===== config.mk =====
export PLATFORM = sky130hd
export DESIGN_NAME = game_clock
export DESIGN_NICKNAME = d
export VERILOG_FILES = /design/src/rtl/game_clock_pkg.sv /design/src/rtl/tick_divider.sv /design/src/rtl/game_clock.sv
export SDC_FILE = /design/constraint.sdc
export NUM_CORES = 1
export LEC_CHECK = 0
export BUFFER_PORTS_ARGS = -buffer_cell sky130_fd_sc_hd__buf_2
export CAP_MARGIN = 20
export CORE_ASPECT_RATIO = 1.2
export CORE_MARGIN = 2
export CORE_UTILIZATION = 60
export CTS_CLUSTER_SIZE = 10
export DETAILED_ROUTE_END_ITERATION = 10
export PLACE_DENSITY = 0.77
export SLEW_MARGIN = 15
export SYNTH_ARGS = -nofsm -noshare
export SYNTH_HDL_FRONTEND = slang
export SYNTH_HIERARCHICAL = 1
export SYNTH_SLANG_ARGS = --single-unit

===== constraint.sdc =====
create_clock -name clk -period 2.7 [get_ports clk]
set_input_delay 0 -clock clk [delete_from_list [all_inputs] [get_ports clk]]
set_output_delay 0 -clock clk [all_outputs]
set_load 0.005 [all_outputs]

===== src/rtl/game_clock_pkg.sv =====
// Shared defaults and counter-width helper for the game tick clock and its divider.
package game_clock_pkg;

  localparam int DEFAULT_HALF_PERIOD     = 25_000_000;
  localparam int DEFAULT_SIM_HALF_PERIOD = 4;

  // Width needed to hold 0..length-1, never less than one bit.
  function automatic int cnt_width(input int length);
    return (length > 1) ? $clog2(length) : 1;
  endfunction

endpackage


===== src/rtl/tick_divider.sv =====
// Free-running 0..LENGTH-1 counter with a one-cycle terminal-count pulse.
// Reusable by any game timer; only the count length is configurable.
module tick_divider
  import game_clock_pkg::*;
#(
  parameter int LENGTH = DEFAULT_SIM_HALF_PERIOD
) (
  input  logic clk,
  input  logic rst,
  input  logic enable,
  output logic tc
);

  localparam int           W    = cnt_width(LENGTH);
  localparam logic [W-1:0] LAST = W'(LENGTH - 1);
  localparam logic [W-1:0] ONE  = W'(1);

  logic [W-1:0] cnt_q, cnt_d;
  logic         at_last;

  assign at_last = (cnt_q >= LAST);
  // tc is qualified by enable so a frozen counter never signals wrap.
  assign tc      = enable && at_last;

  always_comb begin
    cnt_d = cnt_q;
    if (enable) begin
      cnt_d = at_last ? '0 : cnt_q + ONE;
    end
  end

  always_ff @(posedge clk or posedge rst) begin
    if (rst) begin
      cnt_q <= '0;
    end else begin
      cnt_q <= cnt_d;
    end
  end

endmodule


===== src/rtl/game_clock.sv =====
// 50%-duty game tick clock: toggles every half-period of clk cycles, freezable by pause.
// Define GAME_CLOCK_SIM_EN to run from SIM_HALF_PERIOD instead of HALF_PERIOD.
module game_clock
  import game_clock_pkg::*;
#(
  parameter int HALF_PERIOD     = DEFAULT_HALF_PERIOD,
  parameter int SIM_HALF_PERIOD = DEFAULT_SIM_HALF_PERIOD
) (
  input  logic clk,
  input  logic rst,
  input  logic pause,
  output logic game_clk
);

`ifdef GAME_CLOCK_SIM_EN
  localparam bit SIM_EN = 1'b1;
`else
  localparam bit SIM_EN = 1'b0;
`endif

  localparam int EFF_HALF_PERIOD = SIM_EN ? SIM_HALF_PERIOD : HALF_PERIOD;

  logic wrap;
  logic game_clk_q, game_clk_d;

  tick_divider #(
    .LENGTH (EFF_HALF_PERIOD)
  ) u_div (
    .clk    (clk),
    .rst    (rst),
    .enable (!pause),
    .tc     (wrap)
  );

  assign game_clk_d = game_clk_q ^ wrap;

  always_ff @(posedge clk or posedge rst) begin
    if (rst) begin
      game_clk_q <= 1'b0;
    end else begin
      game_clk_q <= game_clk_d;
    end
  end

  assign game_clk = game_clk_q;

endmodule


After elaboration in Yosys (flattened, before gate mapping). Cells that the tools add are included.

$add $sub $neg: 1. Magnitude comparators: 1. Mux-type cells: 1. Bitwise logic cells: 1. Reductions and logical operators: 2.

Operators by type and width (number): $add 25x1->25 const B (1); $ge 25x25->1 const B (1); $mux 25 (1); $logic_and 1x1->1 (1); $logic_not 1->1 (1); $xor 1x1->1 (1).

Bits in registers: 26. Input bits: 3. Output and inout bits: 1. Logic and storage cells: 8.

Longest topological paths before layout. Gate-level depths: netlist (run 1).

Word-level depth: 3. Mapped depth: 6. Gate-level depth less buffers: 6.

Hierarchy. Netlist (run 1), hierarchy kept.

By module, submodules not included: tick_divider (instances 1, cells an instance 144, area an instance 1415.1 um^2, sequential area each 625.6 um^2); game_clock (instances 1, cells an instance 4, area an instance 41.3 um^2, sequential area each 25.0 um^2).

Worst setup path after synthesis (run 1). OpenSTA, ideal clock, no wires.

Kind: register -> register. Start: reg u_div.cnt_q[0]. End: reg u_div.cnt_q[22]. Library setup time: 0.088 ns. Data arrival time: 1.895 ns. Data required time: 2.612 ns. Setup slack: 0.717 ns. Cell stages (with the launch flop): 6. Path buffers: 0. Path through: dfrtp_1 ha_1 and3_4 or4b_4 or4_1 a22oi_1.

Longest elaborated chain between the ends: 2. Elaborated cells on any way between the ends: 3. Those cells by class: 1 x add/sub; 1 x order compare; 1 x mux.

Ends and longest elaborated chain: start: declaration (RTL line tick_divider.sv:18) `logic [W-1:0] cnt_q, cnt_d;`; start signal: assignment (RTL line tick_divider.sv:36) `cnt_q <= cnt_d;`; $add 25x1->25 or $ge 25x25->1 (tied branches) (RTL line tick_divider.sv:28, tick_divider.sv:21); $mux 25 * (RTL line tick_divider.sv:28) `cnt_d = at_last ? '0 : cnt_q + ONE;`.

Mark *: on every way between the ends. The rest lies on a longest branch, timed or not. A chain may end at the register's enable or synchronous reset.

Worst setup path after layout (run 1). Same ends and word-level chain as after synthesis.

==> run_summary.xml, run 1 <==
<?xml version="1.0" encoding="UTF-8"?>
<metrics>
  <group name="run_status">
    <metric name="outcome" unit="">complete, no violations</metric>
  </group>
  <group name="clock_network">
    <metric name="post_cts.repair.setup_buffers" unit="">0</metric>
    <metric name="cts-htree-levels" unit="">1</metric>
    <metric name="clock_path_buffers" unit="">2</metric>
    <metric name="cts.reportedPaths.clkPinSlew" unit="ns">0.15</metric>
    <metric name="insertion_delay" unit="ns">0.34</metric>
    <metric name="tritoncts" unit="">built</metric>
    <metric name="number_of_buffers_created_by_cts" unit="">3</metric>
    <metric name="cts_num_sinks" unit="">26</metric>
    <metric name="clk_root_buffer_cell" unit="">sky130_fd_sc_hd__clkbuf_4</metric>
  </group>
  <group name="logic_synthesis">
    <metric name="yosys_most_used_dff" unit="">sky130_fd_sc_hd__dfrtp_1</metric>
    <metric name="ys_top_cells_by_count" unit="">sky130_fd_sc_hd__dfrtp_1 (26), sky130_fd_sc_hd__a21oi_1 (15), sky130_fd_sc_hd__a22oi_1 (11), sky130_fd_sc_hd__nand2_1 (10), sky130_fd_sc_hd__xor2_1 (7)</metric>
    <metric name="syn-mean-instance-area" unit="µm²">9.84</metric>
    <metric name="yosysWarningCount" unit="">6</metric>
    <metric name="cell_taking_the_most_area_after_synthesis" unit="">sky130_fd_sc_hd__dfrtp_1</metric>
    <metric name="synth_edf_count" unit="">0</metric>
    <metric name="synthDominantCellAreaShare" unit="%">44.7</metric>
    <metric name="dominant_cells_by_area_after_synthesis" unit="">sky130_fd_sc_hd__dfrtp_1 (45%), sky130_fd_sc_hd__a22oi_1 (5.7%), sky130_fd_sc_hd__a21oi_1 (5.2%), sky130_fd_sc_hd__xor2_1 (4.2%), sky130_fd_sc_hd__xnor2_1 (3.6%)</metric>
    <metric name="synth-async-reset-ratio" unit="%">100</metric>
    <metric name="yosysSeqAreaShare" unit="%">44.7</metric>
    <metric name="ys_seq_elements" unit="">26</metric>
    <metric name="synthesis.area" unit="µm²">1460</metric>
    <metric name="synthCells" unit="">148</metric>
    <metric name="syn_nets" unit="">152</metric>
    <metric name="leading_cell_type_by_number_of_instances_after_synthesis" unit="">sky130_fd_sc_hd__dfrtp_1</metric>
    <metric name="yosys.cell_types.count" unit="">37</metric>
  </group>
  <group name="die">
    <metric name="initial_utilization" unit="%">63.2</metric>
    <metric name="die_height" unit="µm">58.0</metric>
    <metric name="top_level_ports" unit="">4</metric>
    <metric name="floorplan.die.width" unit="µm">49.0</metric>
    <metric name="number_of_rows_created_at_floorplan" unit="">19</metric>
    <metric name="die_area" unit="µm²">2840</metric>
    <metric name="placeableCoreArea" unit="µm²">2310</metric>
  </group>
  <group name="detailed_routing">
    <metric name="via_total_after_detailed_routing" unit="">1158</metric>
    <metric name="vias_per_cell" unit="">6.43</metric>
    <metric name="routed_wl" unit="µm">2860</metric>
    <metric name="met3WireLength" unit="µm">80</metric>
    <metric name="ant_nets" unit="">0</metric>
    <metric name="wl_per_cell" unit="µm">15.9</metric>
    <metric name="dr_wl_met2" unit="µm">1460</metric>
    <metric name="drt_first_iter_violations" unit="">20</metric>
    <metric name="maxUsedRoutingLayer" unit="">met4</metric>
    <metric name="wirelength_met1" unit="µm">1260</metric>
    <metric name="pre_repair_dr_iteration_count" unit="">4</metric>
    <metric name="remaining_drc_errors" unit="">0</metric>
  </group>
  <group name="sta">
    <metric name="maxClockFrequency" unit="GHz">0.451</metric>
    <metric name="worst_pin_slew" unit="ns">0.928</metric>
    <metric name="hold_violations" unit="">0</metric>
    <metric name="setup_viols_final" unit="">0</metric>
    <metric name="final-max-slew-violation-count" unit="">0</metric>
    <metric name="post-route-period-util" unit="%">82.1</metric>
    <metric name="fin_crit" unit="ns">2.22</metric>
    <metric name="timing.max_slew.rel_slack" unit="%">38.0</metric>
    <metric name="skew" unit="ns">0.00189</metric>
    <metric name="setup-tns-final" unit="ns">0</metric>
    <metric name="grt_setup_unrepaired" unit="">no</metric>
  </group>
  <group name="global_route">
    <metric name="total_global_routing_overflow" unit="">0</metric>
    <metric name="grtUsageTotal" unit="%">23.7</metric>
    <metric name="wire_length_of_the_first_global_routing_pass" unit="µm">5150</metric>
    <metric name="grt_antenna_before_repair" unit="">0</metric>
    <metric name="grt_pass1_vias" unit="">1141</metric>
    <metric name="grt_max_degree" unit="">26</metric>
  </group>
  <group name="power_and_ir_drop">
    <metric name="p_leak" unit="nW">0.675</metric>
    <metric name="power_density" unit="nW/µm²">608</metric>
    <metric name="power.ir.vdd_worst" unit="mV">0.451</metric>
    <metric name="finalPower" unit="W">0.000929</metric>
  </group>
  <group name="finish">
    <metric name="syn_to_final_growth" unit="%">4.90</metric>
    <metric name="layout_net_count" unit="">154</metric>
    <metric name="post-route-util" unit="%">66.3</metric>
    <metric name="final_cell_area" unit="µm²">1530</metric>
    <metric name="diodes" unit="">0</metric>
    <metric name="finish.cell_count_without_fillers" unit="">180</metric>
    <metric name="drive_above_1_share" unit="%">10.7</metric>
  </group>
  <group name="worst_setup_path">
    <metric name="critPathCaptureType" unit="">register</metric>
    <metric name="crit_path_start_kind" unit="">register</metric>
    <metric name="arrival_time_reported_for_the_critical_path_endpoint" unit="ns">2.48</metric>
    <metric name="r2r_end" unit="">u_div/cnt_q[22]$_DFFE_PP0P_</metric>
    <metric name="crit_required" unit="ns">2.96</metric>
    <metric name="worst_setup_path_startpoint" unit="">u_div/cnt_q[0]$_DFFE_PP0P_</metric>
    <metric name="rr_worst_depth" unit="">5</metric>
    <metric name="r2r-start" unit="">u_div/cnt_q[0]$_DFFE_PP0P_</metric>
    <metric name="crit_type" unit="">reg -&gt; reg</metric>
    <metric name="cp-endpoint" unit="">u_div/cnt_q[22]$_DFFE_PP0P_</metric>
    <metric name="crit_path_max_fanout" unit="">13</metric>
    <metric name="r2r_slack" unit="ns">0.48</metric>
  </group>
  <group name="place">
    <metric name="gp_routability_congestion" unit="">0.797</metric>
    <metric name="placed_cell_area" unit="µm²">1470</metric>
    <metric name="dp_wirelength" unit="µm">2010</metric>
    <metric name="portBuffers" unit="">3</metric>
    <metric name="placedCellCount" unit="">175</metric>
  </group>
  <group name="job">
    <metric name="max_capacitance_violation_count" unit="">0</metric>
  </group>
  <group name="hold_path">
    <metric name="min-delay-path-class" unit="">in -&gt; async</metric>
  </group>
</metrics>
[power breakdown]
group          switching [W]  total [W]  internal [W]
sequential         0.0000709   0.000510      0.000439
combinational      0.0000718   0.000143     0.0000713
clock               0.000126   0.000276      0.000150
[placed cells by master (no fill, tap or decap), types with 2 or more instances in the layout]
master	Yosys	final
sky130_fd_sc_hd__a21oi_1	15	15
sky130_fd_sc_hd__o21ai_0	6	6
sky130_fd_sc_hd__or4_1	6	6
sky130_fd_sc_hd__clkbuf_4	0	3
sky130_fd_sc_hd__o31ai_1	5	5
sky130_fd_sc_hd__inv_1	6	6
sky130_fd_sc_hd__a22oi_1	11	11
sky130_fd_sc_hd__and3_1	2	2
sky130_fd_sc_hd__nor3_1	3	3
sky130_fd_sc_hd__or3_1	6	6
sky130_fd_sc_hd__buf_4	0	2
sky130_fd_sc_hd__nand4_2	2	2
sky130_fd_sc_hd__nor2_1	2	2
sky130_fd_sc_hd__dfrtp_1	26	26
sky130_fd_sc_hd__xnor2_1	6	6
sky130_fd_sc_hd__o31a_1	2	2
sky130_fd_sc_hd__nand2_1	10	10
sky130_fd_sc_hd__nand3_1	5	5
sky130_fd_sc_hd__buf_2	1	3
sky130_fd_sc_hd__xor2_1	7	7
sky130_fd_sc_hd__nand4_1	5	5
[critical path, stage by stage (launching register included)]
cell and delay (ns):
sky130_fd_sc_hd__dfrtp_1 0.45, sky130_fd_sc_hd__ha_1 0.21, sky130_fd_sc_hd__and3_4 0.22, sky130_fd_sc_hd__or4b_4 0.55
sky130_fd_sc_hd__or4_1 0.52, sky130_fd_sc_hd__a22oi_1 0.18
[state kept, by name, indices dropped and copies added (netlist names)]
register	count
u_div/cnt_q	25
game_clk	1
[cell families after synthesis]
family          count (synthesis)  share of synthesized area [%]
simple gates                   49                           21.0
xor+xnor                       13                           7.82
flops                          26                           44.7
mux                             1                          0.687
fa+ha+maj                       1                          0.859
compound gates                 43                           19.3
buf+inv                        15                           5.67
[what timing repair did]
action                    in CTS  in global routing
hold endpoints to repair      26                  0
resized for setup              0                  0
hold buffers                   1                  0
[worst min-delay path by stage]
stage | start | end | slack [ns] | cells after the start
2_1_floorplan | rst | game_clk$_DFF_PP0_ | -0.27 | 1
3_3_place_gp | rst | game_clk$_DFF_PP0_ | -0.16 | 2
3_5_place_dp | rst | game_clk$_DFF_PP0_ | -0.15 | 2
4_1_cts | rst | game_clk$_DFF_PP0_ | 0.01 | 3
5_1_grt | rst | game_clk$_DFF_PP0_ | 0.03 | 3
6_report | rst | game_clk$_DFF_PP0_ | 0.03 | 3
[routing by layer]
layer | track usage, % | vias to the layer above
met4 | 12.7 | 0
li1 | - | 562
met3 | 2.84 | 5
met2 | 39.5 | 22
met1 | 30.4 | 569
met5 | 0 | -
[stage by stage]
step                      setup slack (ns)  hold WS, ns
after global placement               0.582       -0.156
after global routing                 0.407       0.0274
after CTS                            0.472       0.0148
after floorplan                      0.717       -0.271
after detailed placement             0.506       -0.155
final                                0.483       0.0268
[area by class of cell]
cell class                 count  area (µm²)
clock buffer                   3        22.5
clock inverter                 1        30.0
fill                         200         778
inverter                       6        22.5
multi-input combinational    107         723
sequential                    26         651
tap                           31        38.8
timing repair buffer           6        40.0
No activity file was read; power rests on OpenSTA's default activity.
==> inputs of run 2 (changes only) <==
--- a/config.mk
+++ b/config.mk
@@ -9,10 +9,10 @@
 export CAP_MARGIN = 20
 export CORE_ASPECT_RATIO = 1.2
 export CORE_MARGIN = 2
-export CORE_UTILIZATION = 60
+export CORE_UTILIZATION = 54
 export CTS_CLUSTER_SIZE = 10
 export DETAILED_ROUTE_END_ITERATION = 10
-export PLACE_DENSITY = 0.77
+export PLACE_DENSITY = 0.73
 export SLEW_MARGIN = 15
 export SYNTH_ARGS = -nofsm -noshare
 export SYNTH_HDL_FRONTEND = slang
==> constraint.sdc (replaced) <==
create_clock -name clk -period 2 [get_ports clk]
set_input_delay 0 -clock clk [delete_from_list [all_inputs] [get_ports clk]]
set_output_delay 0 -clock clk [all_outputs]
set_load 0.005 [all_outputs]
==> run_summary.xml, run 2 (synthesis gave the netlist of run 1 again) <==
<?xml version="1.0" encoding="UTF-8"?>
<metrics>
  <group name="worst_setup_path">
    <metric name="r2r-start" unit="">u_div/cnt_q[1]$_DFFE_PP0P_</metric>
    <metric name="crit_path_max_fanout" unit="">5</metric>
    <metric name="r2r_slack" unit="ns">0.01</metric>
    <metric name="crit_required" unit="ns">2.26</metric>
    <metric name="crit_path_start_kind" unit="">register</metric>
    <metric name="critPathCaptureType" unit="">register</metric>
    <metric name="r2r_end" unit="">u_div/cnt_q[20]$_DFFE_PP0P_</metric>
    <metric name="crit_type" unit="">reg -&gt; reg</metric>
    <metric name="rr_worst_depth" unit="">5</metric>
    <metric name="arrival_time_reported_for_the_critical_path_endpoint" unit="ns">2.25</metric>
  </group>
  <group name="job">
    <metric name="max_capacitance_violation_count" unit="">0</metric>
  </group>
  <group name="die">
    <metric name="die_area" unit="µm²">3130</metric>
    <metric name="top_level_ports" unit="">4</metric>
    <metric name="placeableCoreArea" unit="µm²">2550</metric>
    <metric name="floorplan.die.width" unit="µm">51.4</metric>
    <metric name="die_height" unit="µm">60.9</metric>
    <metric name="initial_utilization" unit="%">57.1</metric>
    <metric name="number_of_rows_created_at_floorplan" unit="">20</metric>
  </group>
  <group name="detailed_routing">
    <metric name="drt_first_iter_violations" unit="">23</metric>
    <metric name="pre_repair_dr_iteration_count" unit="">4</metric>
    <metric name="via_total_after_detailed_routing" unit="">1239</metric>
    <metric name="wl_per_cell" unit="µm">16.4</metric>
    <metric name="remaining_drc_errors" unit="">0</metric>
    <metric name="ant_nets" unit="">0</metric>
    <metric name="routed_wl" unit="µm">3280</metric>
    <metric name="vias_per_cell" unit="">6.20</metric>
  </group>
  <group name="sta">
    <metric name="final-max-slew-violation-count" unit="">0</metric>
    <metric name="hold_violations" unit="">0</metric>
    <metric name="grt_setup_unrepaired" unit="">yes</metric>
    <metric name="fin_crit" unit="ns">1.99</metric>
    <metric name="setup_viols_final" unit="">0</metric>
    <metric name="post-route-period-util" unit="%">99.3</metric>
    <metric name="skew" unit="ns">0.000690</metric>
    <metric name="worst_pin_slew" unit="ns">0.689</metric>
    <metric name="timing.max_slew.rel_slack" unit="%">54.0</metric>
    <metric name="setup-tns-final" unit="ns">0</metric>
    <metric name="fin_hold_ws" unit="ns">0.0305</metric>
    <metric name="maxClockFrequency" unit="GHz">0.503</metric>
  </group>
  <group name="finish">
    <metric name="most-common-layout-cells" unit="">sky130_fd_sc_hd__dfrtp_1 (26), sky130_fd_sc_hd__buf_4 (18), sky130_fd_sc_hd__a21oi_1 (15)</metric>
    <metric name="largest_register" unit="">u_div/cnt_q</metric>
    <metric name="largest_register_ffs" unit="">25</metric>
    <metric name="final_cell_area" unit="µm²">1740</metric>
    <metric name="final_common_cell" unit="">sky130_fd_sc_hd__dfrtp_1</metric>
    <metric name="syn_to_final_growth" unit="%">19.8</metric>
    <metric name="drive_above_1_share" unit="%">29.9</metric>
    <metric name="post-route-util" unit="%">68.3</metric>
    <metric name="layout_net_count" unit="">172</metric>
    <metric name="diodes" unit="">0</metric>
  </group>
  <group name="global_route">
    <metric name="wire_length_of_the_first_global_routing_pass" unit="µm">5500</metric>
    <metric name="grt_pass1_vias" unit="">1275</metric>
    <metric name="grt_antenna_before_repair" unit="">0</metric>
    <metric name="total_global_routing_overflow" unit="">0</metric>
    <metric name="grt_max_degree" unit="">27</metric>
    <metric name="grtUsageTotal" unit="%">23.6</metric>
  </group>
  <group name="power_and_ir_drop">
    <metric name="combinationalPowerShare" unit="%">28.1</metric>
    <metric name="netSwitchingFraction" unit="%">30.2</metric>
    <metric name="finalPower" unit="W">0.00128</metric>
    <metric name="clock_power_share" unit="%">21.2</metric>
    <metric name="power.ir.vdd_worst" unit="mV">0.411</metric>
    <metric name="sequential_cell_fraction_of_total_power" unit="%">50.6</metric>
    <metric name="p_leak" unit="nW">0.765</metric>
    <metric name="power_density" unit="nW/µm²">733</metric>
    <metric name="switchingPower" unit="W">0.000386</metric>
    <metric name="cell_internal_pwr" unit="W">0.000892</metric>
  </group>
  <group name="clock_network">
    <metric name="insertion_delay" unit="ns">0.32</metric>
    <metric name="cts.reportedPaths.clkPinSlew" unit="ns">0.14</metric>
    <metric name="clock_path_buffers" unit="">2</metric>
    <metric name="clk_root_buffer_cell" unit="">sky130_fd_sc_hd__clkbuf_4</metric>
    <metric name="cts-htree-levels" unit="">1</metric>
    <metric name="number_of_buffers_created_by_cts" unit="">3</metric>
    <metric name="cts_num_sinks" unit="">26</metric>
    <metric name="tritoncts" unit="">built</metric>
  </group>
  <group name="run_status">
    <metric name="outcome" unit="">complete, no violations</metric>
  </group>
  <group name="place">
    <metric name="placed_cell_area" unit="µm²">1590</metric>
    <metric name="portBuffers" unit="">3</metric>
    <metric name="gp_routability_congestion" unit="">0.841</metric>
    <metric name="dp_wirelength" unit="µm">2190</metric>
  </group>
  <group name="hold_path">
    <metric name="min-delay-path-class" unit="">in -&gt; async</metric>
  </group>
</metrics>
-- run 2: cell types whose count changed in the layout (fill, tap and decap cells not counted), sizes merged --
cell,change
buf,+18
clkbuf,+1
bufinv,-1
-- run 2: power groups by stage --
stage	clock network, W	registers [W]	logic (W)
6_report	0.000271	0.000647	0.000360
5_1_grt	0.000297	0.000657	0.000408
4_1_cts	0.000277	0.000648	0.000350
3_5_place_dp	0	0.000656	0.000343
3_3_place_gp	0	0.000649	0.000329
2_1_floorplan	0	0.000674	0.000165
-- run 2: final cells by class --
cell class                 instances  area (µm²)
fill                             207         808
timing repair buffer              24         183
inverter                           6        22.5
tap                               33        41.3
sequential                        26         651
clock buffer                       4        36.3
multi-input combinational        107         811
-- run 2: worst max path at each step --
stage | slack, ns | to | startpoint | depth (start not counted)
finish | 0.01 | u_div/cnt_q[20]$_DFFE_PP0P_ | u_div/cnt_q[1]$_DFFE_PP0P_ | 5
CTS | -0.003 | u_div/cnt_q[24]$_DFFE_PP0P_ | u_div/cnt_q[1]$_DFFE_PP0P_ | 5
global placement | 0.04 | game_clk$_DFF_PP0_ | u_div/cnt_q[18]$_DFFE_PP0P_ | 5
floorplan | 0.02 | u_div/cnt_q[22]$_DFFE_PP0P_ | u_div/cnt_q[0]$_DFFE_PP0P_ | 5
global route | -0.05 | u_div/cnt_q[20]$_DFFE_PP0P_ | u_div/cnt_q[1]$_DFFE_PP0P_ | 5
detailed placement | 0.01 | u_div/cnt_q[14]$_DFFE_PP0P_ | u_div/cnt_q[1]$_DFFE_PP0P_ | 6
-- run 2: worst max-delay path, stage by stage, from the launching register on --
cell and delay, ns:
sky130_fd_sc_hd__dfrtp_1 0.39, sky130_fd_sc_hd__ha_2 0.19, sky130_fd_sc_hd__and3_4 0.18, sky130_fd_sc_hd__or4b_4 0.51, sky130_fd_sc_hd__or4_4 0.50, sky130_fd_sc_hd__a22oi_2 0.15
-- run 2: through the flow --
stage / setup WS, ns / instances
floorplan: 0.0174 / 148
global placement: 0.0428 / 193
detailed placement: 0.0114 / 193
CTS: -0.00276 / 198
global route: -0.0476 / 200
finish: 0.0131 / 200
-- run 2: routing by layer --
| metal | global-route usage [%] | share of wire, % | vias up |
|---|---|---|---|
| met4 | 10.9 | 2.2 | 0 |
| met3 | 2.46 | 0.95 | 9 |
| met2 | 44.5 | 54 | 10 |
| li1 | - | - | 591 |
| met1 | 26.7 | 43 | 629 |
| met5 | 0 | 0 | - |
-- run 2: repair_timing --
| action | 4_1_cts | 5_1_grt |
|---|---|---|
| pin swaps | 3 | 7 |
| hold buffers | 1 | 0 |
| endpoints found under the hold margin | 26 | 0 |
| setup buffers | 0 | 2 |
| gates resized for setup | 4 | 17 |
| setup endpoints to repair | 5 | 10 |
